===== src/rtl/mips_bus_pkg.sv =====
// Shared definitions for the MIPS data-memory bridge.
// State encoding, error fill value and default bus widths.
package mips_bus_pkg;

    localparam int ADDR_W_DEF  = 5;
    localparam int DATA_W_DEF  = 32;
    localparam int TIMEOUT_DEF = 16;

    localparam logic [31:0] ERR_DATA = 32'hDEADBEEF;

    typedef enum logic [1:0] {
        ST_IDLE    = 2'd0,
        ST_RD_REQ  = 2'd1,
        ST_WR_REQ  = 2'd2,
        ST_RD_DONE = 2'd3
    } state_t;

endpackage


===== src/rtl/bus_timeout_ctr.sv =====
// Cycle counter for an outstanding bus request.
// Raises a one-cycle expire pulse on the last allowed cycle without ack.
module bus_timeout_ctr #(
    parameter int TIMEOUT = 16
) (
    input  logic i_clk,
    input  logic i_rst_n,
    input  logic i_clr,
    input  logic i_en,
    output logic o_expire
);

    localparam int CW = (TIMEOUT > 2) ? $clog2(TIMEOUT) : 1;
    localparam logic [CW-1:0] LAST = CW'(TIMEOUT - 1);

    logic [CW-1:0] r_cnt;

    // Count cycles spent waiting; restart whenever no request is pending.
    always_ff @(posedge i_clk or negedge i_rst_n) begin
        if (!i_rst_n) begin
            r_cnt <= '0;
        end else if (i_clr) begin
            r_cnt <= '0;
        end else if (i_en) begin
            r_cnt <= r_cnt + CW'(1);
        end
    end

    assign o_expire = i_en && (r_cnt == LAST);

endmodule


===== src/rtl/dmem_bridge.sv =====
// Bridge from the single-cycle core load/store path to a req/ack bus.
// Loads stall the core; stores are posted through a one-entry buffer.
module dmem_bridge
    import mips_bus_pkg::*;
#(
    parameter int ADDR_W  = ADDR_W_DEF,
    parameter int DATA_W  = DATA_W_DEF,
    parameter int TIMEOUT = TIMEOUT_DEF
) (
    input  logic              Clk,
    input  logic              Reset,
    input  logic              MemR,
    input  logic              MemW,
    input  logic [ADDR_W-1:0] DataAdr,
    input  logic [DATA_W-1:0] DataIn,
    output logic [DATA_W-1:0] DataOut,
    output logic              Stall,
    output logic              BusErr,
    output logic              mem_req,
    output logic              mem_we,
    output logic [ADDR_W-1:0] mem_addr,
    output logic [DATA_W-1:0] mem_wdata,
    input  logic              mem_ack,
    input  logic [DATA_W-1:0] mem_rdata
);

    state_t            r_state;
    logic [DATA_W-1:0] r_data_out;
    logic              r_bus_err;
    logic              r_req;
    logic              r_we;
    logic [ADDR_W-1:0] r_addr;
    logic [DATA_W-1:0] r_wdata;

    logic w_ack;
    logic w_in_req;
    logic w_expire;

    assign w_ack    = mem_ack && r_req;
    assign w_in_req = (r_state == ST_RD_REQ) || (r_state == ST_WR_REQ);

    bus_timeout_ctr #(
        .TIMEOUT (TIMEOUT)
    ) u_tmo (
        .i_clk    (Clk),
        .i_rst_n  (Reset),
        .i_clr    (!w_in_req),
        .i_en     (w_in_req && !w_ack),
        .o_expire (w_expire)
    );

    // Transaction sequencer with registered bus and core outputs.
    always_ff @(posedge Clk or negedge Reset) begin
        if (!Reset) begin
            r_state    <= ST_IDLE;
            r_data_out <= '0;
            r_bus_err  <= 1'b0;
            r_req      <= 1'b0;
            r_we       <= 1'b0;
            r_addr     <= '0;
            r_wdata    <= '0;
        end else begin
            unique case (r_state)
                ST_IDLE: begin
                    if (MemW) begin
                        r_addr  <= DataAdr;
                        r_wdata <= DataIn;
                        r_we    <= 1'b1;
                        r_req   <= 1'b1;
                        r_state <= ST_WR_REQ;
                        if (MemR) begin
                            r_bus_err <= 1'b1;
                        end
                    end else if (MemR) begin
                        r_addr  <= DataAdr;
                        r_we    <= 1'b0;
                        r_req   <= 1'b1;
                        r_state <= ST_RD_REQ;
                    end
                end
                ST_RD_REQ: begin
                    if (w_ack) begin
                        r_data_out <= mem_rdata;
                        r_req      <= 1'b0;
                        r_state    <= ST_RD_DONE;
                    end else if (w_expire) begin
                        r_data_out <= DATA_W'(ERR_DATA);
                        r_req      <= 1'b0;
                        r_bus_err  <= 1'b1;
                        r_state    <= ST_RD_DONE;
                    end
                end
                ST_WR_REQ: begin
                    if (w_ack) begin
                        r_req   <= 1'b0;
                        r_we    <= 1'b0;
                        r_state <= ST_IDLE;
                    end else if (w_expire) begin
                        r_req     <= 1'b0;
                        r_we      <= 1'b0;
                        r_bus_err <= 1'b1;
                        r_state   <= ST_IDLE;
                    end
                end
                ST_RD_DONE: begin
                    r_state <= ST_IDLE;
                end
                default: begin
                    r_state <= ST_IDLE;
                end
            endcase
        end
    end

    assign Stall = (MemR && (r_state != ST_RD_DONE))
                || (MemW && (r_state != ST_IDLE));

    assign DataOut   = r_data_out;
    assign BusErr    = r_bus_err;
    assign mem_req   = r_req;
    assign mem_we    = r_we;
    assign mem_addr  = r_addr;
    assign mem_wdata = r_wdata;

endmodule


===== config.mk =====
export PLATFORM = sky130hd
export DESIGN_NAME = dmem_bridge
export DESIGN_NICKNAME = d
export VERILOG_FILES = /design/src/rtl/mips_bus_pkg.sv /design/src/rtl/bus_timeout_ctr.sv /design/src/rtl/dmem_bridge.sv
export SDC_FILE = /design/constraint.sdc
export NUM_CORES = 1
export LEC_CHECK = 0
export CAP_MARGIN = 20
export CORE_MARGIN = 1.5
export CORE_UTILIZATION = 41
export DETAILED_ROUTE_END_ITERATION = 8
export GPL_ROUTABILITY_DRIVEN = 0
export PLACE_DENSITY = 0.82
export RECOVER_POWER = 50
export SLEW_MARGIN = 20
export SYNTH_ARGS = -nofsm -noshare
export SYNTH_HDL_FRONTEND = slang
export SYNTH_SLANG_ARGS = --single-unit

===== constraint.sdc =====
create_clock -name Clk -period 1.9 [get_ports Clk]
set_input_delay 0.285 -clock Clk [delete_from_list [all_inputs] [get_ports Clk]]
set_output_delay 0.285 -clock Clk [all_outputs]
set_load 0.05 [all_outputs]

==> flow_summary.ini, run 1 <==
[power_and_ir_drop]
pwr_density_cell_nw_per_um2 = 2030
p_leak_nw = 2.02
peakVddDrop_v = 0.00101
p_total_mw = 9.97

[clock_network]
clk_root_buffer_cell = clkbuf_8
clk_pin_slew_ns = 0.08
cts_tree = done
htreeDepth = 3
max-clock-path-buffers = 2
clkLatencyLatePin_ns = 0.34
cts_num_sinks = 78
cts_buffers = 9
cts_setup_buffers = 0

[global_routing]
track_usage = 0.197
grt_pass1_wl_um = 12500
grt_overflow = 0
grtUsageMet1 = 0.252
gr-usage-met2 = 0.305
busiest_layer = met2
grt_pass1_vias = 2463
grt_start_max_net_pins = 55
antenna_found_initial = 0
grt_use_met3 = 0.0846

[placed_design]
post-dp-hpwl_um = 5540
port_buffers = 146

[logic_synthesis]
yosysSeqAreaShare = 0.629
ys_ff_latch = 78
yosysWarnings = 0
synthCells = 211
syn_avg_cell_area_um2 = 14.7
synth.distinct_cells = 36
synth_nets = 290
netlist_area_um2 = 3110

[critical_path]
critPathBufInv = 1
worstPathArrival_ns = 1.54
critPathCaptureType = output port
worstPathCellList = clkdlybuf4s50_1
cp_slowest_cell = clkdlybuf4s50_1
required_ns = 1.62
start_kind = flip-flop
max_stage_delay_ns = 0.82
r2r_slack_ns = 0.13
critPathTopFamily = buffers and inverters
crit_fanout = 2
crit_type = reg -> out

[sta]
finalHoldViolations = 0
worst_pin_slew_ns = 0.636
min_period_ns = 1.82
slew_violations = 0
fin_crit_sh = 0.959
report.final.setup_viol = 0
skew_ns = 0.0117
rsz0062_at_grt = no
clock.fmax_mhz = 549
max_slew_margin = 0.576
final.setup.tns_ns = 0

[detailed_routing]
drt_iter0_drc = 65
post_drt_wl_per_cell_um = 16.1
drtPass1Iterations = 4
via_per_inst = 4.93
num_vias = 2310
drc_errors = 0
wirelength_um = 7570
ant_nets = 0

[cells_and_area]
post-route-util = 0.672
nNetsFinal = 444
mostFrequentLayoutCells = 143 x clkdlybuf4s50_1, 78 x dfrtp_1, 29 x mux2_1
area_delta_synth_final_pct = 57.8
n_antenna_cell = 0
layout-drive-gt1-share = 0.103
layout_commonest_cell = clkdlybuf4s50_1

[floorplanning]
core_um2 = 7290
floorplan.rows = 31
die_y_um = 90.0
start_util = 0.426
ios = 147
die_area_um2 = 8110
die_w_um = 90.0

[run]
cap_violations = 0

[hold_path]
holdCritPathClass = reg -> reg

[status]
outcome = finished clean
==> registers in the layout (all words and copies together), names as in the netlist <==
| name | count |
|---|---|
| mem_we | 1 |
| mem_wdata | 32 |
| r_state | 2 |
| u_tmo.r_cnt | 4 |
| BusErr | 1 |
| mem_req | 1 |
| mem_addr | 5 |
| DataOut | 32 |
==> synthesized netlist by cell type, drive strengths merged <==
| library cell | n | area, um2 |
|---|---|---|
| xnor2 | 1 | 8.76 |
| nor3b | 2 | 20.0 |
| and2 | 3 | 18.8 |
| a22o | 8 | 70.1 |
| nand4 | 1 | 21.3 |
| a31oi | 3 | 25.0 |
| a21oi | 2 | 21.3 |
| a21boi | 3 | 22.5 |
| o21ai | 7 | 38.8 |
| mux2 | 38 | 428 |
| or3 | 1 | 6.26 |
| mux2i | 1 | 10.0 |
| dfrtp | 78 | 1950 |
| nand3 | 2 | 10.0 |
| o22ai | 1 | 6.26 |
| o22a | 24 | 210 |
| nor2 | 2 | 10.0 |
| nor2b | 1 | 6.26 |
| a21o | 2 | 15.0 |
| ha | 5 | 62.6 |
| nand2 | 6 | 25.0 |
| inv | 6 | 22.5 |
| or2 | 1 | 6.26 |
| o31ai | 2 | 15.0 |
| buf | 10 | 65.1 |
| xor2 | 1 | 8.76 |
==> through the flow <==
stage / instances / hold WS, ns / cell area [um2] / setup slack, ns
6_report: 469 / 0.469 / 4900 / 0.0783
5_1_grt: 469 / 0.487 / 4900 / 0.0287
4_1_cts: 469 / 0.374 / 4940 / 0.0182
3_5_place_dp: 452 / 0.208 / 4720 / 0.123
3_3_place_gp: 452 / 0.209 / 4720 / 0.161
2_1_floorplan: 211 / -0.0106 / 3110 / 0.0874
==> final timing paths <==
kind | end | from | cells after the start
worst max-delay path | DataOut[11] | DataOut[11] | 1
worst min-delay path | BusErr | BusErr | 1
worst max register to register | mem_wdata[19] | r_state[0] | 5
worst min register to register | BusErr | BusErr | 1
max in group asynchronous | DataOut[9] | Reset | 3
min in group asynchronous | mem_wdata[20] | Reset | 2
==> what timing repair did <==
action | CTS | global route
hold buffers | 1 | 0
endpoints found under the setup margin | 0 | 2
gates resized for setup | 0 | 2
hold endpoints to repair | 24 | 0
==> cell families (layout without fill, tap and decap cells) <==
kind of cell,count (synthesis),after routing,synth area share
DFF,78,78,0.629
AOI/OAI and AO/OA,52,52,0.137
muxes,39,39,0.141
and+or+nand+nor,19,19,0.0399
buffers and inverters,16,175,0.0282
adders and majority gates,5,5,0.0201
xor gates and xnor gates,2,2,0.00564
==> per-layer routing <==
layer / vias up / part of all wire
met4: 0 / 0.0081
li1: 1074 / -
met2: 112 / 0.47
met3: 6 / 0.085
met1: 1118 / 0.44
met5: - / 0
==> area by class of cell <==
type                       count  area, um2
tap                           99        124
fill                         556       2390
clock inverter                 4       55.1
clock buffer                  12        155
sequential                    78       1950
inverter                       6       22.5
timing repair buffer         153       1520
multi-input combinational    117       1070
==> where the power goes <==
group	total (mW)	leakage (nW)	switching [mW]	internal, mW
Sequential	2.86	0.900	0.426	2.44
Combinational	5.84	1.02	3.71	2.14
Clock	1.26	0.103	0.579	0.684
Note: power is estimated with default switching activity, not from simulation.
==> run 2: changes to the inputs <==
--- a/config.mk
+++ b/config.mk
@@ -10,6 +10,7 @@
 export CORE_UTILIZATION = 41
 export DETAILED_ROUTE_END_ITERATION = 8
 export GPL_ROUTABILITY_DRIVEN = 0
+export MAX_ROUTING_LAYER = met4
 export PLACE_DENSITY = 0.82
 export RECOVER_POWER = 50
 export SLEW_MARGIN = 20
==> run 2 against run 1 <==
Clock skew shrank 0.0035 ns. Die area stayed put. Register-to-register slack hardly changed. Combinational power about the same. Maximum frequency grew 0.10%. Critical path depth did not move. Sequential share of layout area did not move. Final cell count stayed put. Critical path type unchanged. Critical endpoint is now mem_we. Largest power group unchanged.
==> flow_summary.ini, run 2 (synthesized netlist as in run 1, its figures left out) <==
[power_and_ir_drop]
p_int_mw = 5.26
pwr_density_cell_nw_per_um2 = 2030
combPwrFrac = 0.586
p_leak_nw = 2.02
swShare = 0.473
pwr-share-seq = 0.287
peakVddDrop_v = 0.00101
p_sw_mw = 4.72
clockPowerShare = 0.127

[critical_path]
timing.rr.end = mem_wdata[19]
critPathTopFamily = buffers and inverters
crit_cells = 1
critPathBufInv = 1
crit_type = reg -> out
rr_startpoint = r_state[0]
startpoint = mem_we
critPathCaptureType = output port
cp_slowest_cell = clkdlybuf4s50_1
worstPathArrival_ns = 1.53
critical_path.endpoint = mem_we
start_kind = flip-flop
reg2reg_depth = 5
crit_fanout = 3
max_stage_delay_ns = 0.82
worstPathCellList = clkdlybuf4s50_1
r2r_slack_ns = 0.13
required_ns = 1.62

[cells_and_area]
nNetsFinal = 444
mostFrequentLayoutCells = 143 x clkdlybuf4s50_1, 78 x dfrtp_1, 29 x mux2_1
fillCellCount = 556
n_antenna_cell = 0
layout_commonest_cell = clkdlybuf4s50_1
multiInputGateArea_um2 = 1070
finalInstanceArea_um2 = 4900
layout-drive-gt1-share = 0.103
area_delta_synth_final_pct = 57.8
regArea_um2 = 1950

[sta]
worst_pin_slew_ns = 0.642
min_period_ns = 1.82
slew_violations = 0
clock.fmax_mhz = 550
final.setup.tns_ns = 0
fin_crit_sh = 0.958
max_slew_margin = 0.572
finalHoldViolations = 0
report.final.setup_viol = 0
rsz0062_at_grt = no
skew_ns = 0.00818

[hold_path]
holdCritPathClass = reg -> reg
whs_path_depth = 1

[global_routing]
grt_overflow = 0
track_usage = 0.203
grt_pass1_wl_um = 12400
antenna_found_initial = 0
grt_pass1_vias = 2469
grt_start_max_net_pins = 55

[placed_design]
place_area_um2 = 4720
port_buffers = 146
post-dp-hpwl_um = 5540

[clock_network]
clkLatencyLatePin_ns = 0.34
cts_buffers = 9
max-clock-path-buffers = 2
clk_root_buffer_cell = clkbuf_8
clk_pin_slew_ns = 0.08
cts_num_sinks = 78
htreeDepth = 3
cts_tree = done

[detailed_routing]
drt_iter0_drc = 53
drc_errors = 0
post_drt_wl_per_cell_um = 16.2
via_per_inst = 4.95
num_vias = 2321
drtPass1Iterations = 5
ant_nets = 0
wirelength_um = 7580

[floorplanning]
core_um2 = 7290
die_y_um = 90.0
die_area_um2 = 8110
ios = 147
floorplan.rows = 31
start_util = 0.426
die_w_um = 90.0

[status]
outcome = finished clean

[run]
cap_violations = 0
run 2: cell counts in the layout (fill, tap and decap cells not counted):
No cell type changed its count.
run 2: area by class of cell:
cell class              instances  area share
multi-input cells             117       0.218
clock buffers                  12      0.0317
repair buffers                153       0.311
inverters                       6     0.00460
well taps                      99      0.0253
flip-flops and latches         78       0.398
clock inverters                 4      0.0112
run 2: per-layer routing:
layer	GRT usage	up-vias	wire (um)	part of all wire
met5	-	-	0	0
met4	0.0595	0	109	0.014
met3	0.0736	9	525	0.069
met2	0.305	115	3520	0.46
met1	0.257	1124	3420	0.45
li1	-	1073	-	-
run 2: worst min-delay path by stage:
stage	end	startpoint	slack (ns)
after floorplan	BusErr	Reset	-0.01
after global placement	mem_wdata[20]	Reset	0.21
after detailed placement	mem_wdata[20]	Reset	0.21
after CTS	mem_wdata[2]	Reset	0.37
after global routing	BusErr	BusErr	0.49
final	BusErr	BusErr	0.47
run 2: stage by stage:
stage / util / hold WS (ns) / power [mW] / instances / setup WS [ns]
floorplan: - / -0.0106 / 6.72 / 211 / 0.0874
global route: 0.672 / 0.487 / 10.5 / 469 / 0.0286
finish: 0.672 / 0.468 / 9.97 / 469 / 0.0802
detailed placement: 0.647 / 0.208 / 8.85 / 452 / 0.123
global placement: 0.647 / 0.209 / 8.70 / 452 / 0.161
CTS: 0.677 / 0.374 / 10.1 / 469 / 0.0182
run 2: power by group through the flow:
| stage | Clock (mW) | Combinational, mW | Sequential, mW |
|---|---|---|---|
| 3_5_place_dp | 0 | 5.96 | 2.89 |
| 3_3_place_gp | 0 | 5.86 | 2.84 |
| 2_1_floorplan | 0 | 1.31 | 5.41 |
| 4_1_cts | 1.31 | 5.97 | 2.87 |
| 5_1_grt | 1.39 | 6.11 | 2.96 |
| 6_report | 1.27 | 5.85 | 2.86 |
run 2: repair_timing:
action                                 4_1_cts  5_1_grt
setup endpoints to repair                    0        2
gates resized for setup                      0        2
setup buffers                                0        0
endpoints found under the hold margin       24        0
hold buffers                                 1        0
